--- src/rtl/instruction_fetch_unit.sv ---
// Fetch stage: owns the program counter, reads the combinational program ROM and
// queues {pc, instruction} pairs for decode behind a valid/ready handshake.
module instruction_fetch_unit #(
    parameter int                    DATA_WIDTH = 32,
    parameter logic [DATA_WIDTH-1:0] RESET_PC   = 32'h0040_0000,
    parameter int                    FIFO_DEPTH = 2
) (
    input  logic                  clk,
    input  logic                  reset,
    output logic [DATA_WIDTH-1:0] Pc_Addr_o,
    input  logic [DATA_WIDTH-1:0] Mem_Instruction_i,
    input  logic                  Redirect_i,
    input  logic [DATA_WIDTH-1:0] Redirect_Target_i,
    output logic                  Instr_Valid_o,
    input  logic                  Instr_Ready_i,
    output logic [DATA_WIDTH-1:0] Instr_o,
    output logic [DATA_WIDTH-1:0] Instr_Pc_o,
    output logic                  Misaligned_o,
    output logic [DATA_WIDTH-1:0] Fetch_Count_o
);

    localparam int PTR_W = (FIFO_DEPTH > 1) ? $clog2(FIFO_DEPTH) : 1;
    localparam int CNT_W = $clog2(FIFO_DEPTH) + 1;

    localparam logic [PTR_W-1:0]      PTR_ZERO = {PTR_W{1'b0}};
    localparam logic [PTR_W-1:0]      PTR_ONE  = PTR_W'(1'b1);
    localparam logic [CNT_W-1:0]      CNT_ZERO = {CNT_W{1'b0}};
    localparam logic [CNT_W-1:0]      CNT_ONE  = CNT_W'(1'b1);
    localparam logic [CNT_W-1:0]      DEPTH_C  = CNT_W'(FIFO_DEPTH);
    localparam logic [DATA_WIDTH-1:0] PC_STEP  = DATA_WIDTH'(3'd4);
    localparam logic [DATA_WIDTH-1:0] ONE_W    = DATA_WIDTH'(1'b1);
    localparam logic [DATA_WIDTH-1:0] ZERO_W   = {DATA_WIDTH{1'b0}};

    typedef enum logic [1:0] {
        ST_IDLE = 2'd0,
        ST_RUN  = 2'd1,
        ST_HALT = 2'd2
    } state_t;

    state_t                  state_r;
    state_t                  state_n_s;
    logic [DATA_WIDTH-1:0]   fetch_pc_r;
    logic [DATA_WIDTH-1:0]   fetch_pc_n_s;
    logic [DATA_WIDTH-1:0]   fifo_instr_r [FIFO_DEPTH];
    logic [DATA_WIDTH-1:0]   fifo_pc_r    [FIFO_DEPTH];
    logic [PTR_W-1:0]        wr_ptr_r;
    logic [PTR_W-1:0]        rd_ptr_r;
    logic [PTR_W-1:0]        wr_ptr_n_s;
    logic [PTR_W-1:0]        rd_ptr_n_s;
    logic [CNT_W-1:0]        count_r;
    logic [CNT_W-1:0]        count_n_s;
    logic                    deq_s;
    logic                    enq_s;
    logic                    redirect_s;
    logic                    misaligned_s;
    logic [DATA_WIDTH-1:0]   head_instr_n_s;
    logic [DATA_WIDTH-1:0]   head_pc_n_s;

    assign Pc_Addr_o = fetch_pc_r;

    // Handshake, redirect qualification and enqueue enable
    always_comb begin
        deq_s        = Instr_Valid_o & Instr_Ready_i;
        redirect_s   = Redirect_i & (state_r != ST_HALT);
        misaligned_s = redirect_s & (Redirect_Target_i[1:0] != 2'b00);
        // A full queue can still accept when decode drains the head this cycle.
        enq_s        = (state_r == ST_RUN) & ~Redirect_i & ((count_r < DEPTH_C) | deq_s);
    end

    // Next-state for FSM, PC and queue pointers
    always_comb begin
        state_n_s    = state_r;
        fetch_pc_n_s = fetch_pc_r;
        wr_ptr_n_s   = wr_ptr_r;
        rd_ptr_n_s   = rd_ptr_r;
        count_n_s    = count_r;
        if (redirect_s) begin
            wr_ptr_n_s = PTR_ZERO;
            rd_ptr_n_s = PTR_ZERO;
            count_n_s  = CNT_ZERO;
            if (misaligned_s) begin
                state_n_s = ST_HALT;
            end else begin
                state_n_s    = ST_RUN;
                fetch_pc_n_s = Redirect_Target_i;
            end
        end else begin
            case (state_r)
                ST_IDLE: state_n_s = ST_RUN;
                ST_RUN:  state_n_s = ST_RUN;
                ST_HALT: state_n_s = ST_HALT;
                default: state_n_s = ST_IDLE;
            endcase
            if (enq_s) begin
                wr_ptr_n_s   = wr_ptr_r + PTR_ONE;
                fetch_pc_n_s = fetch_pc_r + PC_STEP;
            end else begin
                wr_ptr_n_s   = wr_ptr_r;
            end
            if (deq_s) begin
                rd_ptr_n_s = rd_ptr_r + PTR_ONE;
            end else begin
                rd_ptr_n_s = rd_ptr_r;
            end
            case ({enq_s, deq_s})
                2'b10:   count_n_s = count_r + CNT_ONE;
                2'b01:   count_n_s = count_r - CNT_ONE;
                default: count_n_s = count_r;
            endcase
        end
    end

    // Next head entry; bypasses the word being written when it becomes the head
    always_comb begin
        head_instr_n_s = ZERO_W;
        head_pc_n_s    = ZERO_W;
        if (count_n_s == CNT_ZERO) begin
            head_instr_n_s = ZERO_W;
            head_pc_n_s    = ZERO_W;
        end else if (enq_s && (rd_ptr_n_s == wr_ptr_r)) begin
            head_instr_n_s = Mem_Instruction_i;
            head_pc_n_s    = fetch_pc_r;
        end else begin
            head_instr_n_s = fifo_instr_r[rd_ptr_n_s];
            head_pc_n_s    = fifo_pc_r[rd_ptr_n_s];
        end
    end

    // Queue storage, written only on enqueue
    always_ff @(posedge clk) begin
        if (enq_s && !reset) begin
            fifo_instr_r[wr_ptr_r] <= Mem_Instruction_i;
            fifo_pc_r[wr_ptr_r]    <= fetch_pc_r;
        end
    end

    // Control state and registered outputs
    always_ff @(posedge clk) begin
        if (reset) begin
            state_r       <= ST_IDLE;
            fetch_pc_r    <= RESET_PC;
            wr_ptr_r      <= PTR_ZERO;
            rd_ptr_r      <= PTR_ZERO;
            count_r       <= CNT_ZERO;
            Instr_Valid_o <= 1'b0;
            Instr_o       <= ZERO_W;
            Instr_Pc_o    <= ZERO_W;
            Misaligned_o  <= 1'b0;
            Fetch_Count_o <= ZERO_W;
        end else begin
            state_r       <= state_n_s;
            fetch_pc_r    <= fetch_pc_n_s;
            wr_ptr_r      <= wr_ptr_n_s;
            rd_ptr_r      <= rd_ptr_n_s;
            count_r       <= count_n_s;
            Instr_Valid_o <= (count_n_s != CNT_ZERO);
            Instr_o       <= head_instr_n_s;
            Instr_Pc_o    <= head_pc_n_s;
            Misaligned_o  <= Misaligned_o | misaligned_s;
            if (enq_s) begin
                Fetch_Count_o <= Fetch_Count_o + ONE_W;
            end
        end
    end

endmodule
--- config.mk ---
export PLATFORM = sky130hd
export DESIGN_NAME = instruction_fetch_unit
export DESIGN_NICKNAME = d
export VERILOG_FILES = /design/src/rtl/instruction_fetch_unit.sv
export SDC_FILE = /design/constraint.sdc
export NUM_CORES = 1
export LEC_CHECK = 0
export ABC_AREA = 1
export CAP_MARGIN = 20
export CORE_UTILIZATION = 54
export CTS_CLUSTER_SIZE = 16
export DETAILED_ROUTE_END_ITERATION = 8
export PLACE_DENSITY = 0.81
export SYNTH_ARGS = -nofsm -noshare
export SYNTH_HDL_FRONTEND = slang
export SYNTH_SLANG_ARGS = --single-unit
--- constraint.sdc ---
create_clock -name clk -period 8.1 [get_ports clk]
set_input_delay 1.62 -clock clk [delete_from_list [all_inputs] [get_ports clk]]
set_output_delay 1.62 -clock clk [all_outputs]
set_load 0.005 [all_outputs]
==> results of run 1 <==
==> logic make-up after synthesis <==
group	Yosys count	synth area share [%]
simple gates	716	25.2
flops	264	54.7
compound gates	216	12.1
buf+inv	185	6.77
xor+xnor	10	0.886
fa+ha+maj	3	0.313
==> metal layers <==
metal / GRT usage, % / vias up / wire [um]
li1: - / 4907 / -
met1: 34.7 / 4695 / 12600
met2: 45.1 / 421 / 14500
met3: 3.73 / 51 / 2460
met4: 7.70 / 0 / 581
met5: 0 / - / 0
==> stage by stage <==
step,cell area [um2],utilization (%)
floorplan,12000,-
global placement,14000,64.3
detailed placement,14000,64.3
CTS,15000,68.9
global route,15100,69.0
finish,15100,69.0
==> sequential cells by signal, summed over array words and instances, names as in the netlist, 2 cells and up <==
name           flops
state_r            2
Instr_Pc_o        32
count_r            2
Instr_o           32
Pc_Addr_o         32
fifo_instr_r      64
fifo_pc_r         64
Fetch_Count_o     32
==> worst max-delay path: stages <==
cell and delay (ps):
clkdlybuf4s50_1 460, nand2_1 90, nand2_1 90, nand3_2 550, inv_1 850, nand2_1 230, nor2_4 860, buf_4 540
==> power groups by stage <==
stage | Sequential, mW | Clock [mW] | Combinational [mW]
2_1_floorplan | 1.48 | 0 | 0.126
3_3_place_gp | 1.49 | 0 | 0.224
3_5_place_dp | 1.49 | 0 | 0.230
4_1_cts | 1.46 | 1.41 | 0.233
5_1_grt | 1.46 | 1.46 | 0.256
6_report | 1.46 | 1.40 | 0.233
==> final timing paths <==
| check | start | to | slack (ps) | depth (start not counted) |
|---|---|---|---|---|
| worst max-delay path | Instr_Ready_i | fifo_instr_r[0][15]$_DFFE_PP_ | 2960 | 8 |
| worst min-delay path | Misaligned_o$_SDFF_PP0_ | Misaligned_o$_SDFF_PP0_ | 460 | 2 |
| worst max register to register | Instr_Valid_o$_SDFF_PP0_ | fifo_instr_r[0][15]$_DFFE_PP_ | 4130 | 7 |
| worst min register to register | Misaligned_o$_SDFF_PP0_ | Misaligned_o$_SDFF_PP0_ | 460 | 2 |
==> cells in the final DEF (no fill, tap or decap), types with 2 or more instances in the layout <==
cell and instances:
a21boi_0 4, a21boi_1 11, a21boi_2 50, a21oi_1 53
a31oi_1 5, buf_4 7, bufinv_16 8, clkbuf_1 7
clkbuf_16 27, clkbuf_8 2, clkdlybuf4s50_1 196, clkinv_2 3
dfxtp_1 136, edfxtp_1 128, ha_1 3, inv_1 119
inv_2 2, nand2_1 407, nand2_2 3, nand3_1 104
nand3_2 10, nand3b_1 17, nand4_1 8, nor2_1 151
nor2_2 4, nor2_4 2, nor3_1 3, o211ai_1 3
o21ai_0 86, or2_2 2, xnor2_1 4, xor2_1 5
==> final cells by class <==
cell class,count,area [um2]
Clock buffer,36,729
Clock inverter,13,268
Inverter,121,454
Tap cell,280,350
Sequential cell,264,6570
Timing Repair Buffer,205,2050
Multi-Input combinational cell,945,4650
Fill cell,1686,6760
==> metrics.md, run 1 <==
| Metric | Value |
|---|---|
| Outcome | finished, final reports clean |
| Skew-Pair Late Insertion Delay | around 530 ps |
| Diodes inserted | 0 |
| Number of vias per cell | around 5.4 |
| Async SR Flop Fraction | 0% |
| RSZ-0062 raised after global routing | false |
| Final Skew | between 10 and 15 ps |
| EDFF count, synth | 128 |
| Yosys warning total | 0 |
| Net Sw Frac | between 20% and 30% |
| Gr ovfl total | 0 |
| Area growth from synthesis to layout | 25.5% |
| Final Cycle Share | 63.4% |
| Clock slew at reported path FFs | roughly 60 ps |
| Sequential fraction of the synthesis area | a little over half |
| Critical path peak fanout | 33 |
| Seq pwr share | between 40% and 50% |
| Final hold violations | 0 |
| DRT antenna net count | 0 |
| CTS Hold Bufs | 0 |
| Min Clock Period, post-route | 5140 ps |
| Relative slew margins | 28.6% |
| DR iter-0 viols | slightly above 700 |
| Final Non-Filler Cells | ~1900 |
| Share of the synthesized area in the top cell type | about 32% |
| Layout Nets | approximately 1600 |
| WL final | 30200 um |
| Total power draw | roughly 3.1 mW |
| Peak supply drop | 167 uV |
| Most numerous cell in the Yosys netlist | nand2_1 |
| Slew Viols, Final | 0 |
| Worst-Margin Slew | around 1100 ps |
| Comb power frac | 7.5% |
| P_sw | around 0.67 mW |
| Total of max-cap violations | 0 |
| Initial Util | between 50% and 60% |
| Synthesized area | about 0.012 mm2 |
| Via count | between 10000 and 15000 |
| Hold Path Class | register to register |
| Worst setup margin | 2960 ps |
| Mapped Cells | around 1400 |
| Total track usage | 26.4% |
| Post-CTS Setup Bufs | 0 |
| Row cnt | 54 |
| DIE HEIGHT | 151 um |
| Vias in the first global route | 9395 |
| CTS root buf | clkbuf_16 |
| H-Tree Depth | 1 |
| Final HPWL DP | approximately 19000 um |
| Int Power | between 2 and 2.5 mW |
| I/O Buffers | 197 |
| PwrDens | between 200 and 250 mW/mm2 |
| Worst setup SP type | input pin |
| Synthesis-stage register bit count | 264 |
| Initial antenna violation count | 0 |
| Core area | 0.0218 mm2 |
| Global-route wire length before repair | 47100 um |
| Ys flop type | dfxtp_1 |
| Clock sink count | between 200 and 300 |
| Fmax | 0.195 GHz |
| CTS tree | done |
| DP Worst Slack | 2390 ps |
| Leakage power | ~5.5 nW |
| Final Setup Violations | 0 |
| Largest net degree at the start of global routing | 130 |
| Cts repair resizes | 0 |
| Data arrival, critical path | between 5000 and 6000 ps |
| # placed instances | 1814 |
| Gp weighted congestion | 0.889 |
| Post-synth top cells | nand2_1, nor2_1, dfxtp_1 |
| Die area | 0.0228 mm2 |
| Data required, critical path | about 8300 ps |
| Synth top area cells | edfxtp_1, dfxtp_1, nand2_1 |
| DR pass1 iterations | 5 |
| Post-synth net total | roughly 1500 |
| CTS buffer count | 27 |
| Crit. End Element | register |
| CTS max path bufs | 3 |
| Wire per inst | approximately 16 um |
| Layout cells sized above 1 | roughly 8% |
| IO Pins | a little under 200 |
| Synth cell types | 40 |
| Power share of the clock group | between 40 and 50% |
| DRC violations left | 0 |
| Syn_area_per_cell | between 8 and 9 um2 |
| Crit Path Category | input pin to register |
| Die X-Extent | 151 um |
| WHS | roughly 460 ps |
| Total Neg Setup Slack | 0 ps |
| Area leader, netlist | edfxtp_1 |
Power figures use the tool's default switching activity.
==> run 2, diff against run 1 <==
--- a/config.mk
+++ b/config.mk
@@ -7,10 +7,10 @@
 export LEC_CHECK = 0
 export ABC_AREA = 1
 export CAP_MARGIN = 20
-export CORE_UTILIZATION = 54
+export CORE_UTILIZATION = 48
 export CTS_CLUSTER_SIZE = 16
 export DETAILED_ROUTE_END_ITERATION = 8
-export PLACE_DENSITY = 0.81
+export PLACE_DENSITY = 0.76
 export SYNTH_ARGS = -nofsm -noshare
 export SYNTH_HDL_FRONTEND = slang
 export SYNTH_SLANG_ARGS = --single-unit
==> constraint.sdc (replaced) <==
create_clock -name clk -period 4.6 [get_ports clk]
set_input_delay 0.92 -clock clk [delete_from_list [all_inputs] [get_ports clk]]
set_output_delay 0.92 -clock clk [all_outputs]
set_load 0.005 [all_outputs]
==> run 2 against run 1 <==
Net effect:
- sequential power rose by 76%
- largest cell class unchanged
- register-to-register slack worse by 2100 ps
- largest power group unchanged
- sequential share of layout area rose by 0.15 points
- flip-flop and latch count did not move
- critical endpoint is now Instr_o[24]$_SDFF_PP0_
==> metrics.md, run 2 (synthesis results as in run 1) <==
| Metric | Value |
|---|---|
| Die area | 0.0256 mm2 |
| Clock sink count | between 200 and 300 |
| Regs by FF count | fifo_instr_r x64, fifo_pc_r x64 |
| DR pass1 iterations | 8 |
| Clock slew at reported path FFs | around 60 ps |
| CP dominant cell by count | nand2_1 |
| WL final | a little under 30000 um |
| Skew-Pair Late Insertion Delay | ~530 ps |
| I/O Buffers | between 150 and 200 |
| Gr ovfl total | 0 |
| Initial Util | between 40% and 50% |
| Layout Nets | approximately 1600 |
| Via count | slightly below 10000 |
| Wire per inst | around 15 um |
| H-Tree Depth | 1 |
| Crit Path Category | input pin to register |
| Placed Area | between 0.01 and 0.015 mm2 |
| Hold Path Class | register to register |
| Crit. End Element | register |
| PwrDens | 339 mW/mm2 |
| Total of max-cap violations | 0 |
| Total track usage | 23.3% |
| Cts repair resizes | 0 |
| IO Pins | between 150 and 200 |
| Die X-Extent | between 150 and 200 um |
| Final Setup Violations | 0 |
| Fmax | 0.331 GHz |
| Critical path peak fanout | between 60 and 70 |
| CTS root buf | clkbuf_16 |
| DRT antenna net count | 0 |
| CTS max path bufs | 3 |
| Data arrival, critical path | 3490 ps |
| Leakage power | roughly 5.4 nW |
| Slew Viols, Final | 0 |
| Most frequent cells in the layout | nand2_1, clkdlybuf4s50_1, nor2_1 |
| Gp weighted congestion | about 0.90 |
| Commonest non-fill, non-tap cell in the layout | nand2_1 |
| Initial antenna violation count | 0 |
| Final HPWL DP | about 20000 um |
| Global-route wire length before repair | 48200 um |
| DIE HEIGHT | between 150 and 200 um |
| Cells along the critical path | clkdlybuf4s50_1 > nand2_1 > nand2_1 > nand3_2 > ha_1 > a21oi_1 > o21ai_0 > nand2_1 > nand2_1 > a21oi_4 > buf_4 > a21boi_2 |
| Worst-Margin Slew | around 950 ps |
| Row cnt | 57 |
| Data required, critical path | 5060 ps |
| CTS buffer count | 28 |
| DRC violations left | 0 |
| Largest net degree at the start of global routing | just under 80 |
| Highest cell delay on the worst timing path | ~470 ps |
| Relative slew margins | between 30% and 40% |
| Peak supply drop | 266 uV |
| Core area | around 0.024 mm2 |
| Min Clock Period, post-route | between 3000 and 4000 ps |
| Fin area | roughly 0.015 mm2 |
| DR iter-0 viols | a little under 800 |
| RSZ-0062 raised after global routing | false |
| Final hold violations | 0 |
| Layout cells sized above 1 | between 7 and 8% |
| Final Cycle Share | between 60% and 70% |
| Number of vias per cell | ~5.2 |
| Crit path max-delay cell type | clkdlybuf4s50_1 |
| CTS tree | done |
| CTS Hold Bufs | 0 |
| Final Skew | 11.9 ps |
| Post-CTS Setup Bufs | 0 |
| Outcome | finished, final reports clean |
| Vias in the first global route | around 9400 |
| Worst setup SP type | input pin |
| Area growth from synthesis to layout | 25.0% |
| Total power draw | between 5 and 6 mW |
| Total Neg Setup Slack | 0 ps |
## run 2: cell count changes in the layout (fill, tap and decap cells not counted), moves of 2 or more
cell	before	now
bufinv_16	8	1
clkinv_1	1	7
buf_4	7	11
clkbuf_1	7	9
clkbuf_16	27	29
## run 2: area by class of cell
class	instances	area, um2
Multi-Input combinational cell	945	4650
Sequential cell	264	6570
Tap cell	324	405
Antenna cell	1	2.50
Timing Repair Buffer	209	2070
Clock buffer	39	773
Clock inverter	13	87.6
Inverter	121	454
Fill cell	2087	9380
## run 2: routing by layer
| layer | track usage [%] | part of all wire [%] | up-vias |
|---|---|---|---|
| met4 | 6.80 | 2.1 | 0 |
| met2 | 39.8 | 48 | 310 |
| met1 | 30.7 | 44 | 4649 |
| met5 | 0 | 0 | - |
| met3 | 3.25 | 6.1 | 46 |
| li1 | - | - | 4925 |
## run 2: power breakdown
part	internal (mW)	switching, mW
combinational	0.189	0.220
clock	1.22	0.883
sequential	2.52	0.0524
total	3.93	1.16
## run 2: worst paths after layout
| kind | start | endpoint | slack (ps) | cells past startpoint |
|---|---|---|---|---|
| worst max-delay path | Instr_Ready_i | Instr_o[24]$_SDFF_PP0_ | 1570 | 12 |
| worst min-delay path | Misaligned_o$_SDFF_PP0_ | Misaligned_o$_SDFF_PP0_ | 460 | 2 |
| worst min register to register | Misaligned_o$_SDFF_PP0_ | Misaligned_o$_SDFF_PP0_ | 460 | 2 |
| worst max register to register | Instr_Valid_o$_SDFF_PP0_ | Instr_o[24]$_SDFF_PP0_ | 2060 | 11 |
## run 2: critical path: cells and delay by family
kind                     cells  cell delay, ps
AO/OA/AOI/OAI                4             650
adder cells (fa/ha/maj)      1             390
AND/OR/NAND/NOR              5             520
buffers and inverters        2             930
## run 2: through the flow
step	utilization [%]	instances	hold WS [ps]	setup WS (ps)
6_report	61.5	1916	460	1570
5_1_grt	61.5	1915	509	1350
4_1_cts	61.5	1915	456	1600
3_5_place_dp	58.0	1863	444	1030
3_3_place_gp	58.0	1863	445	1120
2_1_floorplan	-	1394	447	41.5
